File: src/rtl/wb_retire_stage_if.sv
// Memory-stage to writeback/retire bundle for wb_retire_stage.
// The slave modport is the stage itself; the master modport is whoever drives the memory-stage side.
interface wb_retire_stage_if #(
  parameter int CNT_WIDTH = 64
);
  logic                 i_valid;
  logic                 o_ready;
  logic [31:0]          i_inst;
  logic [31:0]          i_pc;
  logic [31:0]          i_next_pc;
  logic [31:0]          i_alu_result;
  logic [31:0]          i_uimm;
  logic [31:0]          i_dmem_rdata;
  logic [1:0]           i_mem_offset;
  logic [1:0]           i_load_size;
  logic                 i_load_unsigned;
  logic [1:0]           i_wb_sel;
  logic                 i_reg_write;
  logic [4:0]           i_rd_waddr;
  logic [4:0]           i_rs1_raddr;
  logic [4:0]           i_rs2_raddr;
  logic [31:0]          i_rs1_rdata;
  logic [31:0]          i_rs2_rdata;
  logic                 i_trap;
  logic                 i_halt;

  logic                 o_rf_wen;
  logic [4:0]           o_rf_waddr;
  logic [31:0]          o_rf_wdata;

  logic                 o_retire_valid;
  logic [31:0]          o_retire_inst;
  logic                 o_retire_trap;
  logic                 o_retire_halt;
  logic [4:0]           o_retire_rs1_raddr;
  logic [4:0]           o_retire_rs2_raddr;
  logic [31:0]          o_retire_rs1_rdata;
  logic [31:0]          o_retire_rs2_rdata;
  logic [4:0]           o_retire_rd_waddr;
  logic [31:0]          o_retire_rd_wdata;
  logic [31:0]          o_retire_pc;
  logic [31:0]          o_retire_next_pc;

  logic                 o_halted;
  logic [CNT_WIDTH-1:0] o_instret;

  modport slave (
    input  i_valid, i_inst, i_pc, i_next_pc, i_alu_result, i_uimm, i_dmem_rdata,
           i_mem_offset, i_load_size, i_load_unsigned, i_wb_sel, i_reg_write,
           i_rd_waddr, i_rs1_raddr, i_rs2_raddr, i_rs1_rdata, i_rs2_rdata,
           i_trap, i_halt,
    output o_ready, o_rf_wen, o_rf_waddr, o_rf_wdata,
           o_retire_valid, o_retire_inst, o_retire_trap, o_retire_halt,
           o_retire_rs1_raddr, o_retire_rs2_raddr, o_retire_rs1_rdata,
           o_retire_rs2_rdata, o_retire_rd_waddr, o_retire_rd_wdata,
           o_retire_pc, o_retire_next_pc, o_halted, o_instret
  );

  modport master (
    output i_valid, i_inst, i_pc, i_next_pc, i_alu_result, i_uimm, i_dmem_rdata,
           i_mem_offset, i_load_size, i_load_unsigned, i_wb_sel, i_reg_write,
           i_rd_waddr, i_rs1_raddr, i_rs2_raddr, i_rs1_rdata, i_rs2_rdata,
           i_trap, i_halt,
    input  o_ready, o_rf_wen, o_rf_waddr, o_rf_wdata,
           o_retire_valid, o_retire_inst, o_retire_trap, o_retire_halt,
           o_retire_rs1_raddr, o_retire_rs2_raddr, o_retire_rs1_rdata,
           o_retire_rs2_rdata, o_retire_rd_waddr, o_retire_rd_wdata,
           o_retire_pc, o_retire_next_pc, o_halted, o_instret
  );
endinterface

File: src/rtl/wb_retire_stage.sv
// Memory/writeback pipeline register, load extraction, register-file write and retire port.
// Define WB_INSTRET_EN to build the retired-instruction counter; otherwise o_instret is tied to 0.
module wb_retire_stage #(
  parameter int CNT_WIDTH    = 64,
  parameter int HALT_ON_TRAP = 0
) (
  input  logic              i_clk,
  input  logic              i_rst,
  wb_retire_stage_if.slave  bus
);

  typedef enum logic [0:0] {
    ST_RUN,
    ST_HALTED
  } state_e;

  typedef struct packed {
    logic        valid;
    logic [31:0] inst;
    logic [31:0] pc;
    logic [31:0] next_pc;
    logic [31:0] alu;
    logic [31:0] uimm;
    logic [31:0] load;
    logic [31:0] pc4;
    logic [1:0]  wb_sel;
    logic        reg_write;
    logic [4:0]  rd;
    logic [4:0]  rs1_addr;
    logic [4:0]  rs2_addr;
    logic [31:0] rs1_data;
    logic [31:0] rs2_data;
    logic        trap;
    logic        halt;
  } stage_t;

  state_e      state_q, state_d;
  stage_t      stage_q, stage_d;
  logic [15:0] shifted;
  logic [31:0] load_ext;
  logic [31:0] rd_wdata;
  logic        ready;
  logic        halt_now;
  logic        accept;
  logic        rd_written;

  assign ready    = (state_q == ST_RUN);
  assign halt_now = stage_q.valid & (stage_q.halt | ((HALT_ON_TRAP != 0) & stage_q.trap));
  // The edge that moves us to HALTED must not capture a new instruction either.
  assign accept   = bus.i_valid & ready & ~halt_now;

  always_comb begin
    shifted  = 16'(bus.i_dmem_rdata >> {bus.i_mem_offset, 3'b000});
    load_ext = bus.i_dmem_rdata;
    case (bus.i_load_size)
      2'b00:   load_ext = {{24{~bus.i_load_unsigned & shifted[7]}}, shifted[7:0]};
      2'b01:   load_ext = {{16{~bus.i_load_unsigned & shifted[15]}}, shifted[15:0]};
      default: load_ext = bus.i_dmem_rdata;
    endcase
  end

  always_comb begin
    stage_d       = stage_q;
    stage_d.valid = 1'b0;
    state_d       = state_q;
    if (halt_now) begin
      state_d = ST_HALTED;
    end
    if (accept) begin
      stage_d.valid     = 1'b1;
      stage_d.inst      = bus.i_inst;
      stage_d.pc        = bus.i_pc;
      stage_d.next_pc   = bus.i_next_pc;
      stage_d.alu       = bus.i_alu_result;
      stage_d.uimm      = bus.i_uimm;
      stage_d.load      = load_ext;
      stage_d.pc4       = bus.i_pc + 32'd4;
      stage_d.wb_sel    = bus.i_wb_sel;
      stage_d.reg_write = bus.i_reg_write;
      stage_d.rd        = bus.i_rd_waddr;
      stage_d.rs1_addr  = bus.i_rs1_raddr;
      stage_d.rs2_addr  = bus.i_rs2_raddr;
      stage_d.rs1_data  = (bus.i_rs1_raddr == 5'd0) ? 32'd0 : bus.i_rs1_rdata;
      stage_d.rs2_data  = (bus.i_rs2_raddr == 5'd0) ? 32'd0 : bus.i_rs2_rdata;
      stage_d.trap      = bus.i_trap;
      stage_d.halt      = bus.i_halt;
    end
  end

  always_ff @(posedge i_clk) begin
    if (i_rst) begin
      state_q <= ST_RUN;
      stage_q <= '0;
    end else begin
      state_q <= state_d;
      stage_q <= stage_d;
    end
  end

  always_comb begin
    case (stage_q.wb_sel)
      2'b00:   rd_wdata = stage_q.alu;
      2'b01:   rd_wdata = stage_q.load;
      2'b10:   rd_wdata = stage_q.pc4;
      default: rd_wdata = stage_q.uimm;
    endcase
  end

  assign rd_written = stage_q.reg_write & ~stage_q.trap;

  assign bus.o_ready            = ready;
  assign bus.o_halted           = (state_q == ST_HALTED);
  assign bus.o_rf_wen           = stage_q.valid & rd_written & (stage_q.rd != 5'd0);
  assign bus.o_rf_waddr         = stage_q.rd;
  assign bus.o_rf_wdata         = rd_wdata;
  assign bus.o_retire_valid     = stage_q.valid;
  assign bus.o_retire_inst      = stage_q.inst;
  assign bus.o_retire_trap      = stage_q.trap;
  assign bus.o_retire_halt      = stage_q.halt;
  assign bus.o_retire_rs1_raddr = stage_q.rs1_addr;
  assign bus.o_retire_rs2_raddr = stage_q.rs2_addr;
  assign bus.o_retire_rs1_rdata = stage_q.rs1_data;
  assign bus.o_retire_rs2_rdata = stage_q.rs2_data;
  assign bus.o_retire_rd_waddr  = rd_written ? stage_q.rd : 5'd0;
  assign bus.o_retire_rd_wdata  = rd_wdata;
  assign bus.o_retire_pc        = stage_q.pc;
  assign bus.o_retire_next_pc   = stage_q.next_pc;

`ifdef WB_INSTRET_EN
  logic [CNT_WIDTH-1:0] instret_q, instret_d;

  always_comb begin
    instret_d = instret_q;
    if (stage_q.valid) begin
      instret_d = instret_q + CNT_WIDTH'(1);
    end
  end

  always_ff @(posedge i_clk) begin
    if (i_rst) begin
      instret_q <= '0;
    end else begin
      instret_q <= instret_d;
    end
  end

  assign bus.o_instret = instret_q;
`else
  assign bus.o_instret = {CNT_WIDTH{1'b0}};
`endif

endmodule

File: src/flat_wrapper.sv
// flat-port wrapper written by rule: the top's interface ports become plain ports
module wb_retire_stage_flat 
#(
  parameter int CNT_WIDTH    = 64,
  parameter int HALT_ON_TRAP = 0
)
  (i_clk, i_rst, bus_i_valid, bus_i_inst, bus_i_pc, bus_i_next_pc, bus_i_alu_result, bus_i_uimm, bus_i_dmem_rdata, bus_i_mem_offset, bus_i_load_size, bus_i_load_unsigned, bus_i_wb_sel, bus_i_reg_write, bus_i_rd_waddr, bus_i_rs1_raddr, bus_i_rs2_raddr, bus_i_rs1_rdata, bus_i_rs2_rdata, bus_i_trap, bus_i_halt, bus_o_ready, bus_o_rf_wen, bus_o_rf_waddr, bus_o_rf_wdata, bus_o_retire_valid, bus_o_retire_inst, bus_o_retire_trap, bus_o_retire_halt, bus_o_retire_rs1_raddr, bus_o_retire_rs2_raddr, bus_o_retire_rs1_rdata, bus_o_retire_rs2_rdata, bus_o_retire_rd_waddr, bus_o_retire_rd_wdata, bus_o_retire_pc, bus_o_retire_next_pc, bus_o_halted, bus_o_instret);
  wb_retire_stage_if #(.CNT_WIDTH(CNT_WIDTH)) bus_i ();
  input  logic i_clk;
  input  logic i_rst;
  input wire logic [$bits(bus_i.i_valid)-1:0] bus_i_valid;
  input wire logic [$bits(bus_i.i_inst)-1:0] bus_i_inst;
  input wire logic [$bits(bus_i.i_pc)-1:0] bus_i_pc;
  input wire logic [$bits(bus_i.i_next_pc)-1:0] bus_i_next_pc;
  input wire logic [$bits(bus_i.i_alu_result)-1:0] bus_i_alu_result;
  input wire logic [$bits(bus_i.i_uimm)-1:0] bus_i_uimm;
  input wire logic [$bits(bus_i.i_dmem_rdata)-1:0] bus_i_dmem_rdata;
  input wire logic [$bits(bus_i.i_mem_offset)-1:0] bus_i_mem_offset;
  input wire logic [$bits(bus_i.i_load_size)-1:0] bus_i_load_size;
  input wire logic [$bits(bus_i.i_load_unsigned)-1:0] bus_i_load_unsigned;
  input wire logic [$bits(bus_i.i_wb_sel)-1:0] bus_i_wb_sel;
  input wire logic [$bits(bus_i.i_reg_write)-1:0] bus_i_reg_write;
  input wire logic [$bits(bus_i.i_rd_waddr)-1:0] bus_i_rd_waddr;
  input wire logic [$bits(bus_i.i_rs1_raddr)-1:0] bus_i_rs1_raddr;
  input wire logic [$bits(bus_i.i_rs2_raddr)-1:0] bus_i_rs2_raddr;
  input wire logic [$bits(bus_i.i_rs1_rdata)-1:0] bus_i_rs1_rdata;
  input wire logic [$bits(bus_i.i_rs2_rdata)-1:0] bus_i_rs2_rdata;
  input wire logic [$bits(bus_i.i_trap)-1:0] bus_i_trap;
  input wire logic [$bits(bus_i.i_halt)-1:0] bus_i_halt;
  output wire logic [$bits(bus_i.o_ready)-1:0] bus_o_ready;
  output wire logic [$bits(bus_i.o_rf_wen)-1:0] bus_o_rf_wen;
  output wire logic [$bits(bus_i.o_rf_waddr)-1:0] bus_o_rf_waddr;
  output wire logic [$bits(bus_i.o_rf_wdata)-1:0] bus_o_rf_wdata;
  output wire logic [$bits(bus_i.o_retire_valid)-1:0] bus_o_retire_valid;
  output wire logic [$bits(bus_i.o_retire_inst)-1:0] bus_o_retire_inst;
  output wire logic [$bits(bus_i.o_retire_trap)-1:0] bus_o_retire_trap;
  output wire logic [$bits(bus_i.o_retire_halt)-1:0] bus_o_retire_halt;
  output wire logic [$bits(bus_i.o_retire_rs1_raddr)-1:0] bus_o_retire_rs1_raddr;
  output wire logic [$bits(bus_i.o_retire_rs2_raddr)-1:0] bus_o_retire_rs2_raddr;
  output wire logic [$bits(bus_i.o_retire_rs1_rdata)-1:0] bus_o_retire_rs1_rdata;
  output wire logic [$bits(bus_i.o_retire_rs2_rdata)-1:0] bus_o_retire_rs2_rdata;
  output wire logic [$bits(bus_i.o_retire_rd_waddr)-1:0] bus_o_retire_rd_waddr;
  output wire logic [$bits(bus_i.o_retire_rd_wdata)-1:0] bus_o_retire_rd_wdata;
  output wire logic [$bits(bus_i.o_retire_pc)-1:0] bus_o_retire_pc;
  output wire logic [$bits(bus_i.o_retire_next_pc)-1:0] bus_o_retire_next_pc;
  output wire logic [$bits(bus_i.o_halted)-1:0] bus_o_halted;
  output wire logic [$bits(bus_i.o_instret)-1:0] bus_o_instret;
  assign bus_i.i_valid = bus_i_valid;
  assign bus_i.i_inst = bus_i_inst;
  assign bus_i.i_pc = bus_i_pc;
  assign bus_i.i_next_pc = bus_i_next_pc;
  assign bus_i.i_alu_result = bus_i_alu_result;
  assign bus_i.i_uimm = bus_i_uimm;
  assign bus_i.i_dmem_rdata = bus_i_dmem_rdata;
  assign bus_i.i_mem_offset = bus_i_mem_offset;
  assign bus_i.i_load_size = bus_i_load_size;
  assign bus_i.i_load_unsigned = bus_i_load_unsigned;
  assign bus_i.i_wb_sel = bus_i_wb_sel;
  assign bus_i.i_reg_write = bus_i_reg_write;
  assign bus_i.i_rd_waddr = bus_i_rd_waddr;
  assign bus_i.i_rs1_raddr = bus_i_rs1_raddr;
  assign bus_i.i_rs2_raddr = bus_i_rs2_raddr;
  assign bus_i.i_rs1_rdata = bus_i_rs1_rdata;
  assign bus_i.i_rs2_rdata = bus_i_rs2_rdata;
  assign bus_i.i_trap = bus_i_trap;
  assign bus_i.i_halt = bus_i_halt;
  assign bus_o_ready = bus_i.o_ready;
  assign bus_o_rf_wen = bus_i.o_rf_wen;
  assign bus_o_rf_waddr = bus_i.o_rf_waddr;
  assign bus_o_rf_wdata = bus_i.o_rf_wdata;
  assign bus_o_retire_valid = bus_i.o_retire_valid;
  assign bus_o_retire_inst = bus_i.o_retire_inst;
  assign bus_o_retire_trap = bus_i.o_retire_trap;
  assign bus_o_retire_halt = bus_i.o_retire_halt;
  assign bus_o_retire_rs1_raddr = bus_i.o_retire_rs1_raddr;
  assign bus_o_retire_rs2_raddr = bus_i.o_retire_rs2_raddr;
  assign bus_o_retire_rs1_rdata = bus_i.o_retire_rs1_rdata;
  assign bus_o_retire_rs2_rdata = bus_i.o_retire_rs2_rdata;
  assign bus_o_retire_rd_waddr = bus_i.o_retire_rd_waddr;
  assign bus_o_retire_rd_wdata = bus_i.o_retire_rd_wdata;
  assign bus_o_retire_pc = bus_i.o_retire_pc;
  assign bus_o_retire_next_pc = bus_i.o_retire_next_pc;
  assign bus_o_halted = bus_i.o_halted;
  assign bus_o_instret = bus_i.o_instret;
  wb_retire_stage #(.CNT_WIDTH(CNT_WIDTH), .HALT_ON_TRAP(HALT_ON_TRAP)) u_core (.i_clk(i_clk), .i_rst(i_rst), .bus(bus_i));
endmodule
File: config.mk
export PLATFORM = sky130hd
export DESIGN_NAME = wb_retire_stage_flat
export DESIGN_NICKNAME = d
export VERILOG_FILES = /design/src/rtl/wb_retire_stage_if.sv /design/src/rtl/wb_retire_stage.sv /design/src/flat_wrapper.sv
export SDC_FILE = /design/constraint.sdc
export NUM_CORES = 1
export LEC_CHECK = 0
export CAP_MARGIN = 10
export CORE_AREA = 2 2 231 233
export CTS_BUF_LIST = sky130_fd_sc_hd__clkbuf_8
export CTS_CLUSTER_DIAMETER = 100
export DETAILED_ROUTE_END_ITERATION = 12
export DIE_AREA = 0 0 233 235
export PLACE_DENSITY = 0.54
export SETUP_SLACK_MARGIN = 0.05
export SYNTH_ARGS = -nofsm -noshare
export SYNTH_HDL_FRONTEND = slang
export SYNTH_SLANG_ARGS = --single-unit
export TNS_END_PERCENT = 1
File: constraint.sdc
create_clock -name i_clk -period 2.4 [get_ports i_clk]
set_clock_uncertainty 0.15 [all_clocks]
set_input_delay 0.48 -clock i_clk [delete_from_list [all_inputs] [get_ports i_clk]]
set_output_delay 0.48 -clock i_clk [all_outputs]
set_load 0.02 [all_outputs]
-- After elaboration in Yosys (flattened, before gate mapping)
Index checks and enable logic that the tools add are counted.
- shift-type cells: 1
- order comparisons: 0
- eq/ne operators: 3
- reductions and logical operators: 5
- multiply operators: 0
- div/mod/pow operators: 0
- add/subtract/negate cells: 1
- bitwise logic cells: 12
- multiplexer cells: 6
- operators with widths (kind ; count):
    309-bit 2-to-1 mux ; 1
    32-bit one-hot mux with 3 select lines ; 1
    32-bit 2-to-1 mux ; 2
    32-bit one-hot mux with 2 select lines ; 1
    32-bit by 3-bit adder with 32-bit output (second input constant) ; 1
    32-bit by 5-bit right shift with 16-bit output ; 1
    5-bit zero test ; 2
    1-bit AND ; 8
    5-bit 2-to-1 mux ; 1
    5-bit nonzero test ; 1
    2-bit by 1-bit equality test with 1-bit output (second input constant) ; 2
    2-bit zero test ; 2
    1-bit NOT ; 4
    2-bit equality test (second input constant) ; 1
- bits in read-only memories: 0
- logic and storage cells: 46
- memories: 0
- latch bits: 0
- input bits: 284
- output and inout port bits: 314
- bits in writable memories: 0
- flip-flop bits (word level): 310

-- Longest topological paths before layout
Gate-level depths: netlist (run 1).
- depth after elaboration: 4
- gate-level depth with buffers: 7
- gate-level depth less buffers: 5

-- Worst setup path after synthesis (run 1)
Ideal clock, no wire load.
- path type: register to output
- start: register u_core.stage_q[82] (netlist name)
- end: output bus_o_rf_wdata[12]
- cell stages (with the launch flop): 5
- path buffers: 3
- slack: -176 ps
- data arrival time: 1946 ps
- data required time: 1770 ps
- cells stage by stage: dfxtp_1 -> clkbuf_1 -> buf_1 -> mux4_2 -> buf_4
- word-level cells in the longest chain between the ends: 2
- elaborated cells between the ends (all ways): 4
- classes of those cells: eq/ne (2); mux (1); reduce/logical (1)
- RTL lines (element ; line ; RTL):
    from (decl) ; wb_retire_stage.sv:38 ; stage_t stage_q, stage_d;
    from (signal assigned) ; wb_retire_stage.sv:96 ; stage_q <= stage_d;
    2-bit equality test (tied with other cells) ; wb_retire_stage.sv:101 ; case (stage_q.wb_sel)
    32-bit one-hot mux with 3 select lines * ; wb_retire_stage.sv:101 ;
    to (decl) ; flat_wrapper.sv:33 ; output wire logic [$bits(bus_i.o_rf_wdata)-1:0] bus_o_rf_wdata;
Mark *: on every way between the ends. The rest lies on a longest branch, timed or not.

-- Worst setup path in the final report (run 1)
- start: register u_core.stage_q[82] (netlist name)
- end: output bus_o_rf_wdata[29]
The elaborated chain is that of the path after synthesis.

==> results of run 1 <==
[cells by family after synthesis]
| group | count (synthesis) |
|---|---|
| AO/OA/AOI/OAI | 387 |
| XOR/XNOR | 12 |
| adder cells (fa/ha/maj) | 1 |
| buffers and inverters | 403 |
| flip-flops | 308 |
| multiplexers | 44 |
| other | 1 |
| AND/OR/NAND/NOR | 597 |
[how the worst max path moves through the flow]
stage	to	slack (ns)	from
after CTS	bus_o_rf_wdata[10]	-0.34	u_core.stage_q[82]
final	bus_o_rf_wdata[29]	-0.20	u_core.stage_q[82]
after floorplan	bus_o_rf_wdata[10]	-0.14	u_core.stage_q[82]
after global placement	u_core.stage_q[102]	-0.52	bus_i_pc[2]
after global routing	bus_o_rf_wdata[28]	-0.30	u_core.stage_q[82]
after detailed placement	u_core.stage_q[102]	-0.52	bus_i_pc[2]
[state kept, by name, indices dropped and copies added, names as in the netlist, 5 cells and up]
| register | flops |
|---|---|
| u_core.bus.o_retire_next_pc | 32 |
| u_core.bus.o_retire_rs2_rdata | 32 |
| u_core.bus.o_retire_rs1_rdata | 32 |
| u_core.bus.o_retire_pc | 30 |
| u_core.stage_q | 131 |
| u_core.bus.o_retire_inst | 32 |
| u_core.bus.o_retire_rs1_raddr | 5 |
| u_core.bus.o_retire_rs2_raddr | 5 |
| u_core.bus.o_rf_waddr | 5 |
[worst max-delay path, stage by stage (launching register included)]
cell     delay, ns
dfxtp_4       0.41
buf_12        0.17
mux4_2        0.55
buf_2         0.19
[metrics by stage]
stage | total power (uW) | setup WS (ns)
floorplan | 7474 | -0.1420
global placement | 8707 | -0.5214
detailed placement | 8739 | -0.5233
CTS | 14060 | -0.3387
global route | 14490 | -0.2978
finish | 13820 | -0.2029
[layout by cell type (no fill, tap or decap), types with 7 or more instances in the layout]
master,instances
or3_1,25
xnor2_1,7
and4_1,7
dlygate4sd2_1,26
a21oi_1,207
mux2i_1,12
nand2_1,389
nor4_1,17
buf_4,77
dlymetal6s2s_1,17
buf_2,63
a211oi_1,24
a22oi_1,71
inv_1,26
o21ai_0,28
clkbuf_8,74
o2bb2ai_1,7
nor2_1,104
nor3_1,10
a2bb2oi_1,7
buf_12,19
o221ai_1,7
dfxtp_1,305
a311oi_1,9
clkdlybuf4s50_1,418
mux4_2,32
conb_1,64
nand3_1,17
a211o_1,16
[layout make-up]
type                       count  share of cell area, %
inverter                       4                0.07363
clock buffer                  74                  4.994
sequential                   308                  30.27
timing repair buffer         628                  29.38
tap                          688                  4.221
multi-input combinational   1105                  30.08
antenna                        1                0.01227
clock inverter                30                 0.9694
[cells in the mapped netlist (10+ instances only)]
master,count
o21ai_0,28
nor3_1,10
nand2_1,390
nor2_1,105
a211oi_1,26
a22oi_1,71
clkbuf_1,116
mux2i_1,12
or3_1,25
nand3_1,17
a211o_1,16
nor4_1,17
mux4_2,32
a21oi_1,208
dfxtp_1,308
buf_4,271
[routing by layer]
metal,up-vias,part of all wire (%),GRT usage [%]
met2,490,51,33.91
met5,-,0.090,0
met3,97,7.7,5.570
li1,6364,-,-
met1,6203,39,21.99
met4,8,2.6,5.713
[power by group through the flow]
stage / registers (uW) / clock network, uW / logic (uW)
6_report: 5690 / 5330 / 2810
5_1_grt: 5720 / 5750 / 3020
4_1_cts: 5700 / 5510 / 2850
3_5_place_dp: 5800 / 0 / 2930
3_3_place_gp: 5790 / 0 / 2910
2_1_floorplan: 5690 / 0 / 1780
[repair_timing]
| action | CTS | global route |
|---|---|---|
| resized for setup | 296 | 32 |
| setup buffers | 1 | 0 |
| cloned | 1 | 0 |
| setup endpoints to repair | 97 | 83 |
==> metrics.md, run 1 <==
| Metric | Value |
|---|---|
| Critical Path AT | 1.97 ns |
| Die W | 233 um |
| Die area | 54760 um2 |
| Largest area contributor in the netlist | dfxtp_1 |
| Asr flop ratio synth | 0% |
| Tmin final | 2.603 ns |
| Yosys cell types | 48 |
| Clk root buf | clkbuf_8 |
| Inst Count DP | 2732 |
| Post-synthesis simple-gate area fraction | 17.25% |
| P_sw | 4085 uW |
| Critical path class | flip-flop to output port |
| Fillers | 5310 |
| XOR/XNOR Fraction of Synth Area | 0.7221% |
| Hold WS | 0.1084 ns |
| Max_cap viols | 0 |
| Final setup viols | 65 |
| Synth Area in Compound Gates | 16.32% |
| Final period util | 108.5% |
| Final hold vios | 0 |
| Failing checks | setup timing |
| Number of flops mapped to enable cells by yosys | 0 |
| Register area share after synthesis | 42.37% |
| Antenna violations before repair | 6 |
| IO Pins | 598 |
| Post-synthesis cell count | 1753 |
| Setup ws final | -0.2029 ns |
| Area occupied by multi-input gates | 6135 um2 |
| Main combinational cell family by area after synthesis | buffers and inverters |
| Outcome | complete, but fails checks |
| Worst rel slew slack | 62.24% |
| Worst Path Required | 1.77 ns |
| Max-slew violations | 0 |
| TritonCTS buffer count | 58 |
| R2R cell count | 6 |
| Clk_lat worst skew | 0.67 ns |
| Clock-pin slew of the registers on the worst-case setup and hold paths | 0.06 ns |
| Crit path launch type | flip-flop |
| Reg power frac | 41.2% |
| Post-synthesis mux area share | 5.777% |
| FP Rows | 84 |
| Final core occ | 39.04% |
| CTS sink count | 308 |
| Final ANT Viol Nets | 0 |
| Min-delay src | i_rst |
| Mapped Area | 14550 um2 |
| Starting DRT DRC Count | 697 |
| Pleak | 0.008349 uW |
| RSZ-0062 raised after global routing | yes |
| Yosys top cell area share | 42.37% |
| Reg2reg end | u_core.bus.o_retire_inst[27] |
| Crit-path max FO | 9 |
| Actual slew at the worst max-slew pin | 0.5664 ns |
| Starting density of the core | 27.86% |
| Core Area | 52240 um2 |
| Hold buffers post-CTS | 0 |
| Hold depth | 2 |
| Hold Path Class | input port to flip-flop |
| Adder-cell area share of the yosys netlist | 0.08597% |
| Global placer's final weighted congestion | 0.8431 |
| Register area | 6172 um2 |
| Vias per inst | 4.638 |
| Comb power frac | 20.3% |
| DRC Markers | 0 |
| Reg2reg start | u_core.bus.o_retire_valid |
| Sw frac | 29.57% |
| Htree depth | 2 |
| TritonCTS clock tree | yes |
| Number of global-route vias before repair | 12792 |
| Max Fclk | 384.2 MHz |
| Pwr/cell area | 677.6 nW/um2 |
| First-pass GRT wire length | 79780 um |
| Average wire per cell in the routed design | 19.08 um |
| Largest net degree at the start of global routing | 112 |
| Post-Place Cell Area | 19420 um2 |
| Int Pwr | 9732 uW |
| Final instance area | 20390 um2 |
| WHS Endpoint | u_core.stage_q[181] |
| Via count of the routed design | 13162 |
| Synth top area cells | dfxtp_1, buf_4, nand2_1 |
| Peak VDD IR | 0.4411 mV |
| Final TNS setup | -10.64 ns |
| Die H | 235 um |
| Worst Setup End Kind | output port |
| Yosys reg bits | 308 |
| Clock network fraction of total power | 38.5% |
| R2R setup slack | 0.59 ns |
| Layout cells sized above 1 | 13.68% |
| GRT Util Overall | 19.11% |
| Gr ovfl total | 0 |
| DP Wirelength | 39960 um |
| Layout Cells excl Fill | 2838 |
| Final wirelength | 54160 um |
| Yosys warnings | 0 |
| Clock tree buffer depth | 3 |
| Final Net Count | 2390 |
| Router iterations before antenna repair | 5 |
| Prevailing post-synth register cell | dfxtp_1 |
| Synth-to-Final Area Change | 40.11% |
| IO Port Bufs | 533 |
| Syn Area/Cell | 8.302 um2 |
(Power assumes the default switching activity.)
==> run 2, diff against run 1 <==
CTS_CLUSTER_DIAMETER = not set   (was 100)
HOLD_SLACK_MARGIN = 0.1   (was not set)
==> metrics.md, run 2 (synthesis gave the netlist of run 1 again) <==
| Metric | Value |
|---|---|
| Outcome | complete, but fails checks |
| Failing checks | setup timing |
| RSZ-0062 raised after global routing | yes |
| DP Wirelength | 39960 um (unchanged) |
| Number of global-route vias before repair | 12798 (+0.047%) |
| Peak VDD IR | 0.4407 mV (about the same) |
| Most frequent cells in the layout | clkdlybuf4s50_1, nand2_1, dfxtp_1 |
| GRT Util Overall | 19.11% (about the same) |
| Critical path class | flip-flop to output port |
| Max-slew violations | 0 (unchanged) |
| Pleak | 0.008354 uW (about the same) |
| Max reg flops | 131 (unchanged) |
| First-pass GRT wire length | 79810 um (about the same) |
| Setup ws final | -0.2085 ns (-0.005687 ns) |
| Pwr/cell area | 677.7 nW/um2 (about the same) |
| Most common cell after layout, fill and taps aside | clkdlybuf4s50_1 |
| Starting density of the core | 27.86% (unchanged) |
| Clk_lat worst skew | 0.67 ns (about the same) |
| Worst Path Required | 1.77 ns (about the same) |
| CTS sink count | 308 (unchanged) |
| Critical Path AT | 1.98 ns (about the same) |
| Clock-pin slew of the registers on the worst-case setup and hold paths | 0.07 ns (about the same) |
| IO Pins | 598 (unchanged) |
| Final period util | 108.7% (+0.24 points) |
| Final ANT Viol Nets | 0 (unchanged) |
| Final wirelength | 54160 um (about the same) |
| Average wire per cell in the routed design | 19.08 um (about the same) |
| R2R cell count | 6 (unchanged) |
| Reg2reg start | u_core.bus.o_retire_valid |
| Max_cap viols | 0 (unchanged) |
| CP startpoint | u_core.stage_q[82] |
| Final setup viols | 65 (unchanged) |
| Antenna violations before repair | 6 (unchanged) |
| Final Net Count | 2391 (+0.042%) |
| Global placer's final weighted congestion | 0.8431 (unchanged) |
| Die W | 233 um (unchanged) |
| Hold depth | 3 (+1) |
| Min-delay src | bus_i_wb_sel[1] |
| Actual slew at the worst max-slew pin | 0.5657 ns (-0.0007581 ns) |
| Hold WS | 0.2016 ns (+0.09322 ns) |
| Vias per inst | 4.657 (+0.41%) |
| TritonCTS clock tree | yes |
| Hold Path Class | input port to flip-flop |
| Via count of the routed design | 13220 (+0.44%) |
| Clock tree buffer depth | 3 (unchanged) |
| Core Area | 52240 um2 (unchanged) |
| IO Port Bufs | 533 (unchanged) |
| TritonCTS buffer count | 58 (unchanged) |
| Die H | 235 um (unchanged) |
| Worst rel slew slack | 62.29% (about the same) |
| Synth-to-Final Area Change | 40.18% (about the same) |
| Router iterations before antenna repair | 5 (unchanged) |
| Htree depth | 2 (unchanged) |
| Worst Setup End Kind | output port |
| Largest net degree at the start of global routing | 112 (unchanged) |
| Final hold vios | 0 (unchanged) |
| FP Rows | 84 (unchanged) |
| Crit-path max FO | 9 (unchanged) |
| Layout cells sized above 1 | 13.67% (about the same) |
| DRC Markers | 0 (unchanged) |
| Gr ovfl total | 0 (unchanged) |
| Max Fclk | 383.4 MHz (-0.22%) |
| Die area | 54760 um2 (unchanged) |
| Layout Cells excl Fill | 2839 (+0.035%) |
| Worst slack, placed | -0.5233 ns (unchanged) |
| Clk root buf | clkbuf_8 |
| Tmin final | 2.609 ns (+0.005687 ns) |
| Crit path launch type | flip-flop |
| Inst Count DP | 2732 (unchanged) |
| Largest reg by FF count | u_core.stage_q |
| Starting DRT DRC Count | 742 (+6.5%) |
run 2: final cells by class:
cell class,count,area [um2]
fill,5311,31830
sequential,308,6172
multi-input combinational,1105,6135
timing repair buffer,629,6001
clock buffer,74,1018
tap,688,860.8
clock inverter,30,197.7
inverter,4,15.01
antenna,1,2.502
run 2: worst max-delay path: stages, from the launching register on:
cell,delay [ns]
dfxtp_4,0.42
buf_12,0.17
mux4_2,0.55
buf_2,0.18
run 2: power by group:
group / switching (uW) / total (uW) / internal [uW]
Combinational: 1510 / 2810 / 1300
Sequential: 226 / 5690 / 5460
Clock: 2360 / 5330 / 2970
run 2: layer usage:
metal  GRT usage, %  up-vias  wire length (um)  part of all wire (%)
li1               -     6366                 -                     -
met1          21.99     6248             20950                    39
met2          33.93      496             27550                    51
met3          5.570      102              4198                   7.8
met4          5.713        8              1415                   2.6
met5              0        -                49                 0.090
run 2: per-stage QoR:
stage	cell area (um2)	power [uW]	TNS, ns	utilization (%)
finish	20400	13830	-11.07	39.06
CTS	20420	14060	-17.58	39.10
detailed placement	19420	8739	-24.31	37.19
global placement	19420	8707	-17.01	37.19
global route	20400	14490	-16.45	39.06
floorplan	14790	7474	-1.278	-
run 2: repair_timing:
| action | in CTS | in global routing |
|---|---|---|
| resized for setup | 296 | 32 |
| hold buffers | 1 | 0 |
| gates cloned | 1 | 0 |
| hold endpoints to repair | 27 | 0 |
| setup endpoints to repair | 97 | 83 |
| buffers inserted | 1 | 0 |
run 2: final timing paths:
path,slack [ns],to
max,-0.21,bus_o_retire_rd_wdata[28]
min,0.20,u_core.stage_q[83]
max reg2reg,0.59,u_core.bus.o_retire_inst[27]
min reg2reg,0.30,u_core.bus.o_retire_pc[30]
==> run 3, diff against run 2 <==
TNS_END_PERCENT = 50   (was 1)
==> metrics.md, run 3 (synthesis gave the netlist of run 1 again) <==
| Metric | Value |
|---|---|
| Outcome | complete, but fails checks |
| Failing checks | setup timing |
| Layout cells sized above 1 | 14.01% (+0.34 points) |
| Post-Place Cell Area | 19500 um2 (+0.40%) |
| Max-slew violations | 0 (unchanged) |
| Hold Path Class | input port to flip-flop |
| Crit path cell chain | buf_12 -> buf_12 -> buf_16 -> mux4_2 -> buf_6 |
| Final hold vios | 0 (unchanged) |
| Buf/Inv on CP | 4 (+2) |
| Core Area | 52240 um2 (unchanged) |
| CP top delay family | multiplexers |
| DP Wirelength | 40350 um (+0.99%) |
| Htree depth | 2 (unchanged) |
| Cell mode on critical path | buf_12 |
| Via count of the routed design | 13213 (-0.053%) |
| Final wirelength | 54630 um (+0.85%) |
| FP Rows | 84 (unchanged) |
| Max Fclk | 370.0 MHz (-3.5%) |
| Average wire per cell in the routed design | 19.23 um (+0.82%) |
| Die area | 54760 um2 (unchanged) |
| Number of global-route vias before repair | 12855 (+0.45%) |
| Clk_lat worst skew | 0.65 ns (-0.02 ns) |
| Actual slew at the worst max-slew pin | 0.6885 ns (+0.1228 ns) |
| Max reg flops | 131 (unchanged) |
| TritonCTS clock tree | yes |
| Final instance area | 20740 um2 (+1.6%) |
| Final ANT Viol Nets | 0 (unchanged) |
| Clock tree buffer depth | 3 (unchanged) |
| Clk root buf | clkbuf_8 |
| Peak VDD IR | 0.3555 mV (-19%) |
| Final Net Count | 2397 (+0.25%) |
| Vias per inst | 4.652 (about the same) |
| Max_cap viols | 0 (unchanged) |
| Most common cell after layout, fill and taps aside | clkdlybuf4s50_1 |
| CP max stage delay | 0.55 ns (about the same) |
| Final setup viols | 65 (unchanged) |
| Largest net degree at the start of global routing | 86 (-23%) |
| Antenna violations before repair | 5 (-1) |
| Starting density of the core | 27.86% (unchanged) |
| RSZ-0062 raised after global routing | yes |
| CTS sink count | 308 (unchanged) |
| Critical path class | flip-flop to output port |
| Pwr/cell area | 657.5 nW/um2 (-3.0%) |
| Largest reg by FF count | u_core.stage_q |
| Most frequent cells in the layout | clkdlybuf4s50_1, nand2_1, dfxtp_1 |
| Hold depth | 3 (unchanged) |
| Clock-pin slew of the registers on the worst-case setup and hold paths | 0.06 ns (about the same) |
| Tmin final | 2.703 ns (+0.09441 ns) |
| Final core occ | 39.70% (+0.64 points) |
| Setup ws final | -0.3030 ns (-0.09441 ns) |
| First-pass GRT wire length | 80470 um (+0.83%) |
| IO Pins | 598 (unchanged) |
| Worst-path cell with the longest stage delay | mux4_2 |
| Critical Path AT | 2.07 ns (+0.09 ns) |
| Starting DRT DRC Count | 701 (-5.5%) |
| Global placer's final weighted congestion | 0.8268 (-1.9%) |
| GRT Util Overall | 19.19% (+0.081 points) |
| Pleak | 0.008295 uW (-0.70%) |
| IO Port Bufs | 533 (unchanged) |
| Worst Setup End Kind | output port |
| Die H | 235 um (unchanged) |
| Worst Path Required | 1.77 ns (about the same) |
| Gr ovfl total | 0 (unchanged) |
| Synth-to-Final Area Change | 42.49% |
| Final TNS setup | -14.46 ns (-3.389 ns) |
| DRC Markers | 0 (unchanged) |
| Final period util | 112.6% (+3.9 points) |
| Die W | 233 um (unchanged) |
| Worst rel slew slack | 54.10% (-8.2 points) |
| TritonCTS buffer count | 57 (-1.7%) |
| Router iterations before antenna repair | 5 (unchanged) |
| Crit-path max FO | 5 (-4) |
| CP Depth | 5 (+2) |
| R2R cell count | 4 (-2) |
| Crit path launch type | flip-flop |
## run 3: tightest hold or removal path, stage by stage
cell	delay, ns
clkdlybuf4s50_1	0.39
nand2_1	0.05
a21oi_1	0.05
## run 3: area by class of cell
type | count | area [um2]
Antenna cell | 4 | 10.01
Clock inverter | 24 | 128.9
Clock buffer | 71 | 977.2
Sequential cell | 308 | 6172
Timing Repair Buffer | 636 | 6440
Fill cell | 5265 | 31500
Tap cell | 688 | 860.8
Multi-Input combinational cell | 1105 | 6135
Inverter | 4 | 15.01
## run 3: final timing paths
kind                                   from                              end  slack (ns)
setup / recovery         u_core.stage_q[82]                bus_o_rf_wdata[0]       -0.30
hold / removal            bus_i_next_pc[15]  u_core.bus.o_retire_next_pc[15]        0.21
setup reg to reg  u_core.bus.o_retire_valid              u_core.stage_q[126]        0.39
hold reg to reg         u_core.stage_q[151]              u_core.stage_q[151]        0.30
## run 3: power breakdown
part | switching [uW] | internal, uW
Clock | 2330 | 2650
Combinational | 1540 | 1420
Sequential | 228 | 5460
## run 3: metrics by stage
stage | setup slack [ns] | cells | power [uW] | hold slack [ns]
5_1_grt | -0.3881 | 2838 | 14320 | 0.1789
3_3_place_gp | -0.5327 | 2732 | 8731 | 0.2900
6_report | -0.3030 | 2840 | 13640 | 0.2118
2_1_floorplan | 0.08840 | 1816 | 7474 | 0.2789
4_1_cts | -0.3637 | 2837 | 13880 | 0.1443
3_5_place_dp | -0.5366 | 2732 | 8759 | 0.2937
## run 3: routing by layer
metal	track usage [%]	up-vias	routed length (um)
met5	0	-	40
met4	5.810	6	1213
met3	4.757	85	3751
met2	34.15	458	28120
met1	22.51	6282	21500
li1	-	6382	-
## run 3: what timing repair did
item                                    CTS  global route
endpoints found under the setup margin   95            80
pin swaps                                 0             0
cloned                                    4             0
gates resized for setup                 374            36
buffers inserted                          5             0
hold buffers                              1             0
hold endpoints to repair                 24             0
